## src/rtl/ahb_slave_mem.sv

```systemverilog
`default_nettype none
// ============================================================================
// Module      : ahb_slave_mem
// Description : AHB slave RAM, 32-bit word organised, with configurable wait
//               states and two-cycle ERROR responses.
// Revision    : 1.0 - initial release
// ============================================================================
module ahb_slave_mem #(
  parameter int ADDR_W      = 6,
  parameter int WIN_W       = 16,
  parameter int WAIT_STATES = 1
) (
  input  logic        hclk,
  input  logic        hresetn,
  input  logic        hsel,
  input  logic [31:0] haddr,
  input  logic        hwrite,
  input  logic [2:0]  hsize,
  input  logic [2:0]  hburst,
  input  logic [1:0]  htrans,
  input  logic [31:0] hwdata,
  input  logic        hready,
  output logic [31:0] hrdata,
  output logic        hreadyout,
  output logic [1:0]  hresp
);

  localparam int         c_DEPTH      = 1 << ADDR_W;
  localparam logic       c_HAS_WAIT   = (WAIT_STATES > 0);
  localparam logic [3:0] c_WAIT_LOAD  = 4'((WAIT_STATES > 0) ? (WAIT_STATES - 1) : 0);
  localparam logic [1:0] c_RESP_OKAY  = 2'b00;
  localparam logic [1:0] c_RESP_ERROR = 2'b01;

  typedef enum logic [1:0] {
    ST_OK   = 2'd0,
    ST_WAIT = 2'd1,
    ST_ERR1 = 2'd2,
    ST_ERR2 = 2'd3
  } state_t;

  state_t            r_state;
  state_t            w_state_nxt;
  logic [3:0]        r_cnt;
  logic [3:0]        w_cnt_nxt;
  logic              r_hreadyout;
  logic              w_hreadyout_nxt;
  logic [1:0]        r_hresp;
  logic [1:0]        w_hresp_nxt;

  logic              r_dp_valid;
  logic              r_dp_write;
  logic              r_dp_err;
  logic [ADDR_W+1:0] r_dp_addr;
  logic [1:0]        r_dp_size;

  logic              w_adv;
  logic              w_accept;
  logic              w_size_err;
  logic              w_align_err;
  logic              w_win_err;
  logic              w_err;
  logic              w_wr_en;
  logic [3:0]        w_be;
  logic [ADDR_W-1:0] w_widx;
  logic [31:0]       w_rword;
  logic              w_unused;

  // Address phase is only taken while this slave is itself ready.
  assign w_adv       = hready & r_hreadyout;
  assign w_accept    = w_adv & hsel & htrans[1];
  assign w_size_err  = (hsize > 3'd2);
  assign w_align_err = ((hsize == 3'd1) & haddr[0]) |
                       ((hsize == 3'd2) & (haddr[1:0] != 2'b00));
  assign w_win_err   = (haddr[WIN_W-1:ADDR_W+2] != '0);
  assign w_err       = w_size_err | w_align_err | w_win_err;
  assign w_unused    = ^{hburst, haddr[31:WIN_W], htrans[0]};

  always_ff @(posedge hclk or negedge hresetn) begin
    if (!hresetn) begin
      r_dp_valid <= 1'b0;
      r_dp_write <= 1'b0;
      r_dp_err   <= 1'b0;
      r_dp_addr  <= '0;
      r_dp_size  <= 2'd0;
    end else if (w_adv) begin
      r_dp_valid <= w_accept;
      if (w_accept) begin
        r_dp_write <= hwrite;
        r_dp_err   <= w_err;
        r_dp_addr  <= haddr[ADDR_W+1:0];
        r_dp_size  <= hsize[1:0];
      end
    end
  end

  always_ff @(posedge hclk or negedge hresetn) begin
    if (!hresetn) begin
      r_state     <= ST_OK;
      r_cnt       <= 4'd0;
      r_hreadyout <= 1'b1;
      r_hresp     <= c_RESP_OKAY;
    end else begin
      r_state     <= w_state_nxt;
      r_cnt       <= w_cnt_nxt;
      r_hreadyout <= w_hreadyout_nxt;
      r_hresp     <= w_hresp_nxt;
    end
  end

  always_comb begin
    w_state_nxt     = r_state;
    w_cnt_nxt       = r_cnt;
    w_hreadyout_nxt = 1'b1;
    w_hresp_nxt     = c_RESP_OKAY;
    case (r_state)
      ST_OK, ST_ERR2: begin
        if (!w_accept) begin
          w_state_nxt = ST_OK;
        end else if (w_err) begin
          w_state_nxt = ST_ERR1;
        end else if (c_HAS_WAIT) begin
          w_state_nxt = ST_WAIT;
          w_cnt_nxt   = c_WAIT_LOAD;
        end else begin
          w_state_nxt = ST_OK;
        end
      end
      ST_WAIT: begin
        if (r_cnt == 4'd0) begin
          w_state_nxt = ST_OK;
        end else begin
          w_cnt_nxt = r_cnt - 4'd1;
        end
      end
      ST_ERR1: w_state_nxt = ST_ERR2;
      default: w_state_nxt = ST_OK;
    endcase
    // Outputs are registered versions of the next-state decode.
    w_hreadyout_nxt = (w_state_nxt == ST_OK) || (w_state_nxt == ST_ERR2);
    w_hresp_nxt     = ((w_state_nxt == ST_ERR1) || (w_state_nxt == ST_ERR2)) ?
                      c_RESP_ERROR : c_RESP_OKAY;
  end

  assign w_wr_en = r_dp_valid & r_hreadyout & ~r_dp_err & r_dp_write;
  assign w_widx  = r_dp_addr[ADDR_W+1:2];

  always_comb begin
    w_be = 4'b0000;
    case (r_dp_size)
      2'd0:    w_be = 4'b0001 << r_dp_addr[1:0];
      2'd1:    w_be = r_dp_addr[1] ? 4'b1100 : 4'b0011;
      default: w_be = 4'b1111;
    endcase
  end

  // One byte-wide array per lane keeps each lane's write port independent.
  for (genvar b = 0; b < 4; b++) begin : g_lane
    logic [7:0] r_lane [c_DEPTH];

    always_ff @(posedge hclk) begin
      if (w_wr_en && w_be[b]) begin
        r_lane[w_widx] <= hwdata[8*b +: 8];
      end
    end

    assign w_rword[8*b +: 8] = r_lane[w_widx];
  end

  assign hrdata    = (r_dp_valid & ~r_dp_write & ~r_dp_err) ? w_rword : 32'h0;
  assign hreadyout = r_hreadyout;
  assign hresp     = r_hresp;

endmodule
`default_nettype wire
```

## config.mk

```make
export PLATFORM = sky130hd
export DESIGN_NAME = ahb_slave_mem
export DESIGN_NICKNAME = d
export VERILOG_FILES = /design/src/rtl/ahb_slave_mem.sv
export SDC_FILE = /design/constraint.sdc
export NUM_CORES = 2
export LEC_CHECK = 0
export ABC_CLOCK_PERIOD_IN_PS = 7000
export BUFFER_PORTS_ARGS = -buffer_cell sky130_fd_sc_hd__buf_2
export CAP_MARGIN = 10
export CORE_MARGIN = 8
export CORE_UTILIZATION = 50
export CTS_CLUSTER_DIAMETER = 100
export DETAILED_ROUTE_END_ITERATION = 12
export GPL_TIMING_DRIVEN = 0
export HOLD_SLACK_MARGIN = 0.05
export PLACE_DENSITY = 0.7
export SYNTH_ARGS = -nofsm -noshare
export SYNTH_HDL_FRONTEND = slang
export SYNTH_SLANG_ARGS = --single-unit
```

## constraint.sdc

```tcl
create_clock -name hclk -period 7 [get_ports hclk]
set_input_delay 1.4 -clock hclk [delete_from_list [all_inputs] [get_ports hclk]]
set_output_delay 1.4 -clock hclk [all_outputs]
set_load 0.01 [all_outputs]
```

==> summary.txt <==
Post-synth cell types - 60
Clock Sinks - 2069
Area grow syn2layout - 12.2%
Critical path required time - 5600 ps
Register area share after synthesis - 78.3%
Hold Crit Class - flip-flop to flip-flop
Worst path most repeated cell - buf_2
DR pass1 iterations - 9
Cts-stage hold buffer count - 0
Setup tns final - 0 ps
HPWL after DPL - 158000 um
Wire per inst - 35.4 um
Initial DRC Count - 7373
Synthesized cell area - 79200 um2
Number of synthesized register bits - 2069
Share of the synthesized area in the top cell type - 77.7%
Synth Warn # - 0
Rows - 146
Starting Density - 50.2%
Grt total ovfl - 0
Clock transition at path regs - 60 ps
Top cells by area, synth - edfxtp_1 78%, mux4_2 7.8%, a221oi_1 2.8%
Endpoints failing setup - 0
Fin. Hold Viols - 0
Vias in the first global route - 43018
Final Max Slew Viols - 0
First-pass GRT wire length - 322000 um
Fill count - 11714
Setup CP Type - flip-flop to output pin
CTS Root Cell - clkbuf_16
Nets - 4451
Maximum clock rate - 0.151 GHz
Critical path launch point type - flip-flop
Final ANT Viol Nets - 0
VDD IR max - 0.000240 V
Critical Path End Type - output pin
Vias - 44318
R2R Setup Slk - 3030 ps
CP cell instances - inv_2 -> clkbuf_1 -> buf_2 -> mux2i_1 -> o22ai_1 -> nor2_1 -> a31oi_1 -> buf_2
Antenna violations before repair - 12
CP max-delay cell - clkbuf_1
Fraction of layout cells with a size suffix above 1 - 18.4%
Crit path DAT - 5220 ps
Status - finished, final reports clean
Vias per Instance - 6.71
Die area - 171000 um2
Leakage - 27.4 nW
Final Cycle Share - 94.5%
Num CTS Buffers - 196
Relative slew slack - 10.5%
Clock Skews - 38.8 ps
Post-synth EDFFs - 2048
Layout Cells excl Fill - 6606
Fin crit period - 6620 ps
Design Power - 32.0 mW
Critical path peak fanout - 10
CTS tree - yes
Synth area leader - edfxtp_1
Routed WL - 234000 um
Largest net degree at the start of global routing - 65
Post-CTS setup buffer count - 0
Core area - 158000 um2
Crit path largest cell delay - 990 ps
PwrDens - 360 nW/um2
Cts repair resizes - 0
Clock buffer depth - 3
Top Ports - 112
Synth Instances - 4059
Routability congestion estimate - 0.994
RSZ-0062 raised after global routing - false
Die Width - 414 um
Die H - 414 um
I/O Buffers - 90
WP buf/inv - 4
Prevailing post-synth register cell - edfxtp_1
Syn nets - 4142
Max_cap viols - 0
Clk Latency, worst-skew pair - 860 ps
Top delay family on crit path - buffers and inverters
Worst hold slack - 491 ps
Ys async rst share - 1.01%
Measured slew at the worst slew-check pin - 1340 ps
DRC violations left - 0
Total GRT Usage - 26.9%
Synthesized area per cell - 19.5 um2
Dpl cells - 6235
H-tree Lvls - 4
## per-layer routing
metal | up-vias | part of all wire [%] | track usage [%]
li1 | 17641 | - | -
met1 | 22786 | 36 | 35.7
met5 | - | 0.036 | 0
met3 | 604 | 13 | 8.70
met4 | 6 | 6.7 | 14.8
met2 | 3281 | 44 | 39.6
## final cells by class
type / count / area, um2 / area share, %
antenna: 3 / 7.51 / 0.00845
buffer: 289 / 1440 / 1.62
clock buffer: 256 / 5210 / 5.87
clock inverter: 105 / 903 / 1.02
inverter: 10 / 37.5 / 0.0423
multi-input combinational: 1691 / 15700 / 17.7
sequential: 2069 / 62000 / 69.8
tap: 2072 / 2590 / 2.92
timing repair buffer: 111 / 900 / 1.01
## cell usage after synthesis, drive strengths merged, types with 5 or more instances
master	n
a21oi	34
a221oi	256
a22oi	218
a311oi	31
a31oi	35
and3b	5
buf	158
clkbuf	131
dfrtp	20
edfxtp	2048
ha	6
inv	10
mux2	9
mux2i	144
mux4	276
nand2	105
nor2	332
o211ai	62
o21ai	22
o22ai	96
or2	6
## worst paths after layout
check | start | to | depth (start not counted)
setup / recovery | r_dp_addr[4] | hrdata[19] | 8
hold / removal | r_dp_write | r_dp_write | 2
setup reg to reg | r_dp_addr[2] | g_lane[3].r_lane[36][5] | 6
hold reg to reg | r_dp_write | r_dp_write | 2
max in group asynchronous | hresetn | r_dp_size[0] | 1
min in group asynchronous | hresetn | r_state[0] | 1
## tightest hold or removal path: cells and delay by family (launching register included)
kind / cells / cell delay (ps)
flip-flops: 1 / 350
AND/OR/NAND/NOR: 2 / 110
## logic make-up after synthesis
family                   synth area share, %
AND/OR/NAND/NOR                         2.50
other                                0.00474
adder cells (fa/ha/maj)               0.0948
flip-flops                              78.3
AO/OA/AOI/OAI                           7.43
multiplexers                            9.80
buffers and inverters                   1.86
## cells in the final DEF, fill, tap and decap left out, types with 5 or more instances in the layout
master	n
a21oi_1	34
a221oi_1	256
a22oi_1	218
a311oi_1	31
a31oi_1	35
and3b_1	5
buf_12	15
buf_2	187
buf_4	50
buf_6	7
bufinv_16	10
clkbuf_1	183
clkbuf_16	197
clkbuf_8	6
clkinv_1	45
clkinv_2	31
clkinv_8	5
dfrtp_1	20
edfxtp_1	2048
ha_1	6
inv_1	9
inv_16	5
mux2_2	9
mux2i_1	144
mux4_2	276
nand2_1	105
nor2_1	331
o211ai_1	62
o21ai_0	18
o22ai_1	95
or2_2	5
## metrics by stage
stage	cell area, um2	utilization [%]	setup WS [ps]
after floorplan	79200	-	3820
after detailed placement	82600	52.3	1640
after CTS	88700	56.2	735
after global placement	82200	52.1	1420
after global routing	88800	56.3	557
final	88800	56.3	384
## sequential cells by signal (all words and copies together), names as in the netlist
register       count
r_cnt              4
r_dp_write         1
r_dp_err           1
r_state            2
g_lane.r_lane   2048
hreadyout          1
hresp              1
r_dp_valid         1
r_dp_addr          8
r_dp_size          2
## report_power, final
part           switching [mW]  total [mW]  internal (mW)
Clock                    4.63        10.3           5.64
Sequential             0.0334        13.7           13.7
Combinational            5.43        8.06           2.63
Total                    10.1        32.0           21.9
Power figures use the tool's default switching activity.
